**config.mk**
```make
export PLATFORM = sky130hd
export DESIGN_NAME = jtlabrun_gfxcfg
export DESIGN_NICKNAME = d
export VERILOG_FILES = /design/src/rtl/jtlabrun_gfx_pkg.sv /design/src/rtl/jtlabrun_nmigen.sv /design/src/rtl/jtlabrun_gfxcfg.sv
export SDC_FILE = /design/constraint.sdc
export NUM_CORES = 1
export LEC_CHECK = 0
export BUFFER_PORTS_ARGS = -buffer_cell sky130_fd_sc_hd__buf_2
export CAP_MARGIN = 10
export CORE_UTILIZATION = 57
export CTS_BUF_LIST = sky130_fd_sc_hd__clkbuf_2 sky130_fd_sc_hd__clkbuf_4 sky130_fd_sc_hd__clkbuf_8
export DETAILED_ROUTE_END_ITERATION = 16
export PLACE_DENSITY = 0.82
export SETUP_SLACK_MARGIN = 0.5
export SLEW_MARGIN = 20
export SYNTH_ARGS = -nofsm -noshare
export SYNTH_HDL_FRONTEND = slang
export SYNTH_SLANG_ARGS = --single-unit
```
**constraint.sdc**
```tcl
create_clock -name clk -period 2.98 [get_ports clk]
set_clock_uncertainty 0.15 [all_clocks]
set_input_delay 0 -clock clk [delete_from_list [all_inputs] [get_ports clk]]
set_output_delay 0 -clock clk [all_outputs]
set_load 0.01 [all_outputs]
```
**src/rtl/jtlabrun_gfx_pkg.sv**
```systemverilog
// Shared constants for the Labyrinth Runner gfx configuration stage:
// register indices of the 8-byte config window and reg7 control bit positions.
package jtlabrun_gfx_pkg;

  localparam logic [2:0] REG_SCRXL    = 3'd0;
  localparam logic [2:0] REG_SCRXH    = 3'd1;
  localparam logic [2:0] REG_SCRY     = 3'd2;
  localparam logic [2:0] REG_CTRL3    = 3'd3;
  localparam logic [2:0] REG_CTRL4    = 3'd4;
  localparam logic [2:0] REG_CHARBANK = 3'd5;
  localparam logic [2:0] REG_PALBANK  = 3'd6;
  localparam logic [2:0] REG_CTRL7    = 3'd7;

  localparam int CTRL7_NMIEN = 0;
  localparam int CTRL7_IRQEN = 1;
  localparam int CTRL7_FLIP  = 3;

endpackage

```
**src/rtl/jtlabrun_nmigen.sv**
```systemverilog
// Periodic line NMI: fires when vdump moves onto a multiple of NMI_LINES and
// holds nmin low for NMI_LEN clk cycles; a new trigger restarts the pulse.
module jtlabrun_nmigen #(
  parameter int NMI_LINES = 32,
  parameter int NMI_LEN   = 64
) (
  input  logic       clk,
  input  logic       rst,
  input  logic       nmi_en,
  input  logic [8:0] vdump,
  output logic       nmin
);

  localparam int LW = $clog2(NMI_LINES);
  localparam int CW = $clog2(NMI_LEN);

  logic [8:0]    vdump_l;
  logic [CW-1:0] cnt;
  logic          trig;

  assign trig = nmi_en && (vdump != vdump_l) && (vdump[LW-1:0] == '0);

  // vdump_l follows the line counter even in reset so leaving reset never
  // looks like a line change.
  always_ff @(posedge clk) begin
    vdump_l <= vdump;
  end

  // nmin is registered from the pre-decrement count, so the low time covers
  // the load cycle plus NMI_LEN-1 decrements: NMI_LEN cycles in total.
  always_ff @(posedge clk) begin
    if (rst) begin
      cnt  <= '0;
      nmin <= 1'b1;
    end else if (trig) begin
      cnt  <= CW'(NMI_LEN - 1);
      nmin <= 1'b0;
    end else begin
      if (cnt != '0) cnt <= cnt - CW'(1);
      nmin <= (cnt == '0);
    end
  end

endmodule

```
**src/rtl/jtlabrun_gfxcfg.sv**
```systemverilog
// CPU-facing config register file of the Labyrinth Runner tile/sprite chip:
// scroll/flip shadowing, bank controls, vblank IRQ and the line NMI.
module jtlabrun_gfxcfg
  import jtlabrun_gfx_pkg::*;
#(
  parameter int NMI_LINES = 32,
  parameter int NMI_LEN   = 64
) (
  input  logic        clk,
  input  logic        rst,
  input  logic        cpu_cen,
  input  logic        gfx_cs,
  input  logic [13:0] gfx_addr,
  input  logic        cpu_rnw,
  input  logic [7:0]  cpu_dout,
  output logic [7:0]  cfg_dout,
  input  logic [8:0]  vdump,
  input  logic        LHBL,
  input  logic        LVBL,
  output logic [8:0]  scrx,
  output logic [7:0]  scry,
  output logic        flip,
  output logic [7:0]  ctrl3,
  output logic [7:0]  ctrl4,
  output logic [7:0]  charbank,
  output logic [7:0]  palbank,
  output logic        gfx_irqn,
  output logic        gfx_nmin
);

  logic [7:0] regs [8];
  logic       cfg_hit;
  logic       cfg_we;
  logic [2:0] idx;
  logic       lhbl_l;
  logic       lvbl_l;
  logic       lhbl_fall;
  logic       lvbl_fall;
  logic       wr7;
  logic       irqen_nx;
  logic       flip_nx;
  logic [8:0] scrx_nx;
  logic [7:0] scry_nx;
  logic       unused_bits;

  assign cfg_hit   = gfx_cs && (gfx_addr[13:8] == 6'd0);
  assign idx       = gfx_addr[2:0];
  assign cfg_we    = cpu_cen && cfg_hit && !cpu_rnw;
  assign lhbl_fall = lhbl_l && !LHBL;
  assign lvbl_fall = lvbl_l && !LVBL;
  assign wr7       = cfg_we && (idx == REG_CTRL7);

  // Values the registers will hold after this clk, so shadow loads and the
  // IRQ edge see a write landing in the same cycle.
  always_comb begin
    irqen_nx = wr7 ? cpu_dout[CTRL7_IRQEN] : regs[REG_CTRL7][CTRL7_IRQEN];
    flip_nx  = wr7 ? cpu_dout[CTRL7_FLIP]  : regs[REG_CTRL7][CTRL7_FLIP];
    scrx_nx  = {regs[REG_SCRXH][0], regs[REG_SCRXL]};
    scry_nx  = regs[REG_SCRY];
    if (cfg_we && idx == REG_SCRXL) scrx_nx[7:0] = cpu_dout;
    if (cfg_we && idx == REG_SCRXH) scrx_nx[8]   = cpu_dout[0];
    if (cfg_we && idx == REG_SCRY)  scry_nx      = cpu_dout;
  end

  always_ff @(posedge clk) begin
    if (rst) begin
      for (int i = 0; i < 8; i++) regs[i] <= 8'h00;
    end else if (cfg_we) begin
      regs[idx] <= cpu_dout;
    end
  end

  always_ff @(posedge clk) begin
    if (rst) begin
      cfg_dout <= 8'hff;
    end else if (cfg_hit) begin
      cfg_dout <= regs[idx];
    end
  end

  always_ff @(posedge clk) begin
    if (rst) begin
      lhbl_l <= 1'b1;
      lvbl_l <= 1'b1;
      scrx   <= 9'd0;
      scry   <= 8'd0;
      flip   <= 1'b0;
    end else begin
      lhbl_l <= LHBL;
      lvbl_l <= LVBL;
      if (lhbl_fall) begin
        scrx <= scrx_nx;
        scry <= scry_nx;
      end
      if (lvbl_fall) flip <= flip_nx;
    end
  end

  // Writing reg7 with IRQ enable clear is the acknowledge and beats a
  // simultaneous vblank edge.
  always_ff @(posedge clk) begin
    if (rst) begin
      gfx_irqn <= 1'b1;
    end else if (wr7 && !cpu_dout[CTRL7_IRQEN]) begin
      gfx_irqn <= 1'b1;
    end else if (lvbl_fall && irqen_nx) begin
      gfx_irqn <= 1'b0;
    end
  end

  jtlabrun_nmigen #(
    .NMI_LINES (NMI_LINES),
    .NMI_LEN   (NMI_LEN)
  ) u_nmigen (
    .clk    (clk),
    .rst    (rst),
    .nmi_en (regs[REG_CTRL7][CTRL7_NMIEN]),
    .vdump  (vdump),
    .nmin   (gfx_nmin)
  );

  assign ctrl3    = regs[REG_CTRL3];
  assign ctrl4    = regs[REG_CTRL4];
  assign charbank = regs[REG_CHARBANK];
  assign palbank  = regs[REG_PALBANK];

  assign unused_bits = ^{gfx_addr[7:3], regs[REG_SCRXH][7:1],
                         regs[REG_CTRL7][7:4], regs[REG_CTRL7][2]};

endmodule

```
==> flow_summary_export.csv, run 1 <==
group,metric,value,unit
clock_tree,clk_latency,0.37,ns
run,maxCapViolations,0,
clock_tree,post_cts_resized,0,
yosys,synth-compound-area-share,0.0553,
pwr,internal_power,2.34,mW
global_routing,grt_max_degree,35,
yosys,synth_nets,407,
yosys,ys_ff_latch,109,
sta,rsz0062_at_grt,"false",
yosys,synth_fa_ha_area_frac,0.00261,
route,antenna_left,0,
clock_tree,cts.reportedPaths.clkPinSlew,0.11,ns
cells_and_area,antenna_cells,0,
pwr,sw_frac_of_total,0.259,
clock_tree,cts_root_buf,"clkbuf_8",
global_routing,grt_pass1_wl,16200,microns
setup_path,required,3.13,ns
setup_path,end_kind,"flop",
cells_and_area,multi_input_area,0.00185,sq mm
yosys,synth-edff-count,64,
die,die_w,93.8,microns
yosys,synth_simple_gate_area_frac,0.188,
pwr,seqPwrFrac,0.559,
yosys,ys_warn_count,0,
route,dr.pass1.iters,4,
yosys,synth_top_family_by_area,"simple AND/OR/NAND/NOR gates",
route,vias_per_cell,5.66,
pwr,comb_power_share,0.153,
hold_path,hold_depth,4,
cells_and_area,fillers,572,
sta,fin_tns_setup,0,ns
yosys,synth_cell_types,46,
sta,fin_crit,2.23,ns
die,start_util,0.587,
global_routing,antenna_found_initial,0,
placed_design,place_area,0.00532,sq mm
cells_and_area,fin_nets,518,
yosys,syn_avg_cell_area,13.0,sq um
global_routing,overflow,0,
cells_and_area,fin_area,0.00574,sq mm
die,pin_count,98,
status,status,"finished, final reports clean",
pwr,p_sw,818,uW
placed_design,gp_congestion,0.876,
pwr,leakage,2.17,nW
placed_design,dp_hpwl,7610,microns
setup_path,path_max_fanout,4,
yosys,synthTopCellsByArea,"edfxtp_1 (40%), dfxtp_1 (19%), and2_1 (7.7%)",
sta,fmax,448,MHz
yosys,ys.flop_type,"edfxtp_1",
cells_and_area,regArea,0.00282,sq mm
clock_tree,htreeDepth,3,
route,drt_iter0_drc,288,
yosys,yosys-top-cells-count,"edfxtp_1 (64), and2_1 (59), dfxtp_1 (45), nor2_1 (41), mux2i_1 (20)",
die,core_area,0.00818,sq mm
pwr,vdd_ir_drop_max,0.331,mV
placed_design,io_buffers,92,
sta,slew_viol_final,0,
yosys,synth_top_cell_by_area,"edfxtp_1",
cells_and_area,drive_above_1_share,0.308,
clock_tree,cts_buffer_depth,2,
yosys,synth_top_area_share,0.401,
hold_path,min_path_type,"in2reg",
clock_tree,cts.sinks,109,
route,vias,3334,
yosys,yosysSeqAreaShare,0.588,
yosys,synth_area,0.00480,sq mm
die,fp.dieArea,0.00879,sq mm
sta,setup_viol,0,
sta,setup_slack,0.750,ns
yosys,synth.most_common_cell,"edfxtp_1",
die,row_count,33,
cells_and_area,area_growth,19.5,%
die,die_h,93.8,microns
clock_tree,cts_tree,"yes",
sta,worst_slew_pin_slew,0.975,ns
sta,period_share,0.748,
setup_path,critical_path_arrival,2.37,ns
yosys,synthMuxAreaShare,0.122,
setup_path,startpoint_type,"flop",
route,wl,10600,microns
global_routing,grt_pass1_vias,3179,
route,avgRoutedWirePerCell,18.0,microns
pwr,p_per_area,551,mW/mm^2
sta,slew_headroom,0.341,
sta,hold_viol_final,0,
yosys,postSynthCellCount,368,
route,drc,0,
global_routing,grt_util_all_layers,0.255,
yosys,synth_xor_area_frac,0.0183,
placed_design,place_ws,0.802,ns
setup_path,crit_type,"reg2reg",
setup_path,rr_worst_depth,6,
clock_tree,cts_buffers,9,
pwr,power.share.clock,0.288,
yosys,synthArstFlopShare,0,
layout by cell type (no fill, tap or decap), types with 5 or more instances in the layout:
cell | netlist | layout
a211oi_1 | 18 | 18
and2_1 | 59 | 59
buf_2 | 5 | 92
buf_4 | 1 | 5
clkbuf_8 | 0 | 9
dfxtp_1 | 45 | 45
dlygate4sd3_1 | 0 | 21
edfxtp_1 | 64 | 64
mux2i_1 | 20 | 20
mux4_2 | 16 | 16
nor2_1 | 41 | 41
nor3_1 | 7 | 7
o21ai_0 | 5 | 5
o22ai_1 | 8 | 8
or2_2 | 7 | 7
xnor2_1 | 8 | 8
critical path, cell delays in order (launching register included):
cell,delay (ns)
dfxtp_1,0.32
inv_1,0.08
ha_1,0.19
nor3b_1,0.38
nor3b_1,0.53
mux2_2,0.39
o21ai_0,0.12
flip-flops by register name, indices dropped and copies added, names as in the netlist, 6 cells and up:
register	flops
regs	64
cfg_dout	8
scrx	9
u_nmigen.cnt	6
scry	8
u_nmigen.vdump_l	9
routing by layer:
layer	vias up	GRT usage	wire [microns]
li1	1573	-	-
met1	1588	0.336	4460
met2	156	0.412	5010
met3	17	0.0526	851
met4	0	0.106	262
met5	-	0	0
cells by family (layout without fill, tap and decap cells):
family / after synthesis / count (layout)
AND/OR/NAND/NOR: 150 / 150
flip-flops: 109 / 109
AO/OA/AOI/OAI: 38 / 38
multiplexers: 38 / 38
buffers and inverters: 22 / 138
XOR/XNOR: 10 / 10
adder cells (fa/ha/maj): 1 / 1
worst paths after layout:
check	startpoint	to	slack, ns
worst min-delay path	gfx_addr[11]	regs[4][1]	0.05
worst min register to register	cfg_dout[2]	cfg_dout[2]	0.34
worst max-delay path	u_nmigen.cnt[0]	u_nmigen.cnt[1]	0.75
worst max register to register	u_nmigen.cnt[0]	u_nmigen.cnt[1]	0.75
stage by stage:
stage                     utilization  std cells  hold WS, ns  total power [mW]
after global placement          0.651        552      -0.0216              2.23
after CTS                       0.702        589       0.0410              3.17
final                           0.702        589       0.0524              3.16
after detailed placement        0.651        552      -0.0168              2.26
after global routing            0.702        589       0.0907              3.28
after floorplan                     -        368       -0.122              2.10
power groups by stage:
stage,combinational (mW),clock (mW),sequential (mW)
3_5_place_dp,0.458,0,1.80
5_1_grt,0.528,0.977,1.78
6_report,0.485,0.909,1.76
4_1_cts,0.481,0.923,1.76
2_1_floorplan,0.293,0,1.80
3_3_place_gp,0.440,0,1.79
what timing repair did:
item                                    in CTS  in global routing
hold endpoints to repair                    98                  0
hold buffers                                21                  0
buffers inserted                             0                  0
endpoints found under the setup margin       0                  0
final cells by class:
cell class | count | area share
clock buffers | 10 | 0.0229
clock inverters | 6 | 0.0127
inverters | 4 | 0.00262
multi-input cells | 237 | 0.323
flip-flops and latches | 109 | 0.492
well taps | 105 | 0.0229
repair buffers | 118 | 0.123
Note: power is estimated with default switching activity, not from simulation.
==> inputs of run 2 (changes only) <==
- clock period: 2.98 -> 2.2 ns (I/O delays scaled with it)
==> run 2 against run 1 <==
  * Sequential power rose by 37%
  * Fmax is 32% higher
  * Wire length up 5.4%
  * Critical path depth is 2 lower
  * Clock power increased by 28%
  * Worst setup slack worse by 0.24 ns
  * Global-route usage is 1.3 points higher
  * Count of clock-buffer cells in the layout did not move
  * Final cell count up 2.5%
  * Register-to-register slack worse by 0.24 ns
  * Power increased by 39%
  * Flip-flop and latch count stayed put
  * Largest power group unchanged
  * Highest routed layer unchanged
==> flow_summary_export.csv, run 2 (same netlist as run 1, synthesis figures left out) <==
group,metric,value,unit
route,vias,3429,
setup_path,critical_path_arrival,1.81,ns
die,start_util,0.587,
setup_path,crit_type,"reg2reg",
setup_path,required,2.32,ns
cells_and_area,layout_commonest_cell,"buf_2",
sta,slew_viol_final,0,
pwr,p_total,4.40,mW
die,fp.dieArea,0.00879,sq mm
cells_and_area,area_growth,23.9,%
setup_path,path_max_fanout,7,
global_routing,grt_pass1_wl,17100,microns
setup_path,end_kind,"flop",
setup_path,startpoint_type,"flop",
clock_tree,cts_buffers,9,
cells_and_area,final_cell_mix,"buf_2 (92), edfxtp_1 (64), and2_1 (59)",
sta,hold_ws,0.0171,ns
cells_and_area,drive_above_1_share,0.353,
sta,fin_tns_setup,0,ns
sta,hold_viol_final,0,
global_routing,grt_max_degree,35,
setup_path,crit_start,"regs[7][0]",
cells_and_area,antenna_cells,0,
global_routing,grt_pass1_vias,3316,
cells_and_area,multi_input_area,0.00196,sq mm
clock_tree,cts_root_buf,"clkbuf_8",
die,pin_count,98,
cells_and_area,reg.largest.list,"regs x64, scrx x9, u_nmigen.vdump_l x9",
die,die_h,93.8,microns
route,avgRoutedWirePerCell,18.5,microns
hold_path,min_from,"rst",
cells_and_area,regArea,0.00283,sq mm
placed_design,place_inst,561,
route,drt_iter0_drc,243,
pwr,leakage,2.26,nW
global_routing,antenna_found_initial,0,
die,row_count,33,
pwr,vdd_ir_drop_max,0.387,mV
hold_path,min_path_type,"in2reg",
run,maxCapViolations,0,
pwr,p_per_area,740,mW/mm^2
sta,period_share,0.767,
cells_and_area,fin_nets,533,
route,dr.pass1.iters,4,
status,status,"finished, final reports clean",
cells_and_area,largest_reg_flops,64,
global_routing,overflow,0,
placed_design,io_buffers,92,
placed_design,dp_hpwl,7930,microns
sta,slew_headroom,0.683,
clock_tree,clk_latency,0.37,ns
sta,fmax,593,MHz
placed_design,gp_congestion,0.901,
setup_path,reg2reg_from,"regs[7][0]",
die,die_w,93.8,microns
clock_tree,htreeDepth,3,
cells_and_area,fillers,559,
route,antenna_left,0,
clock_tree,cts_tree,"yes",
route,vias_per_cell,5.68,
placed_design,place_area,0.00545,sq mm
cells_and_area,fin_cells,604,
die,core_area,0.00818,sq mm
sta,fin_crit,1.69,ns
global_routing,grt_util_all_layers,0.269,
route,drc,0,
cells_and_area,fin_area,0.00595,sq mm
clock_tree,cts.sinks,109,
clock_tree,cts.reportedPaths.clkPinSlew,0.11,ns
sta,rsz0062_at_grt,"true",
sta,setup_viol,0,
cells_and_area,regMostFlops,"regs",
clock_tree,cts_buffer_depth,2,
route,wl,11200,microns
sta,worst_slew_pin_slew,0.474,ns
-- run 2: changes by cell type in the layout (fill, tap and decap cells not counted), sizes merged --
| cell | previous run | this run |
|---|---|---|
| buf | 97 | 110 |
| bufinv | 1 | 0 |
| clkinv | 2 | 1 |
| dlygate4sd3 | 21 | 23 |
| inv | 6 | 8 |
-- run 2: through the flow --
step                      utilization  worst slack, ns
after global routing            0.727            0.391
after detailed placement        0.667            0.168
after CTS                       0.725            0.482
after global placement          0.667            0.240
final                           0.727            0.512
after floorplan                     -            0.248
-- run 2: critical path: stages, from the launching register on --
cell      delay, ns
edfxtp_1       0.40
or4b_4         0.49
nor4_4         0.21
o41ai_4        0.19
o21a_1         0.14
-- run 2: cell type report --
type	instances	share of cell area
clock inverter	6	0.00905
timing repair buffer	133	0.139
tap	105	0.0221
multi-input combinational	237	0.330
inverter	4	0.00252
sequential	109	0.475
clock buffer	10	0.0221
-- run 2: where the power goes --
part	total, mW	internal, mW	switching [mW]
logic	0.833	0.446	0.388
registers	2.41	2.30	0.106
clock network	1.16	0.447	0.712
total	4.40	3.20	1.21
-- run 2: per-layer routing --
layer / wire (microns) / up-vias / track usage
met5: 0 / - / 0
met4: 283 / 0 / 0.101
met3: 871 / 22 / 0.0566
li1: - / 1601 / -
met2: 5540 / 160 / 0.455
met1: 4450 / 1646 / 0.338
-- run 2: worst paths after layout --
| check | slack (ns) | to | depth (start not counted) |
|---|---|---|---|
| hold reg to reg | 0.34 | cfg_dout[2] | 2 |
| setup / recovery | 0.51 | u_nmigen.nmin | 4 |
| hold / removal | 0.02 | u_nmigen.cnt[1] | 3 |
| setup reg to reg | 0.51 | u_nmigen.nmin | 4 |
-- run 2: what timing repair did --
action	4_1_cts	5_1_grt
endpoints found under the hold margin	99	0
pin swaps	1	1
hold buffers	23	0
gates resized for setup	5	3
buffers inserted	3	1
setup endpoints to repair	7	14
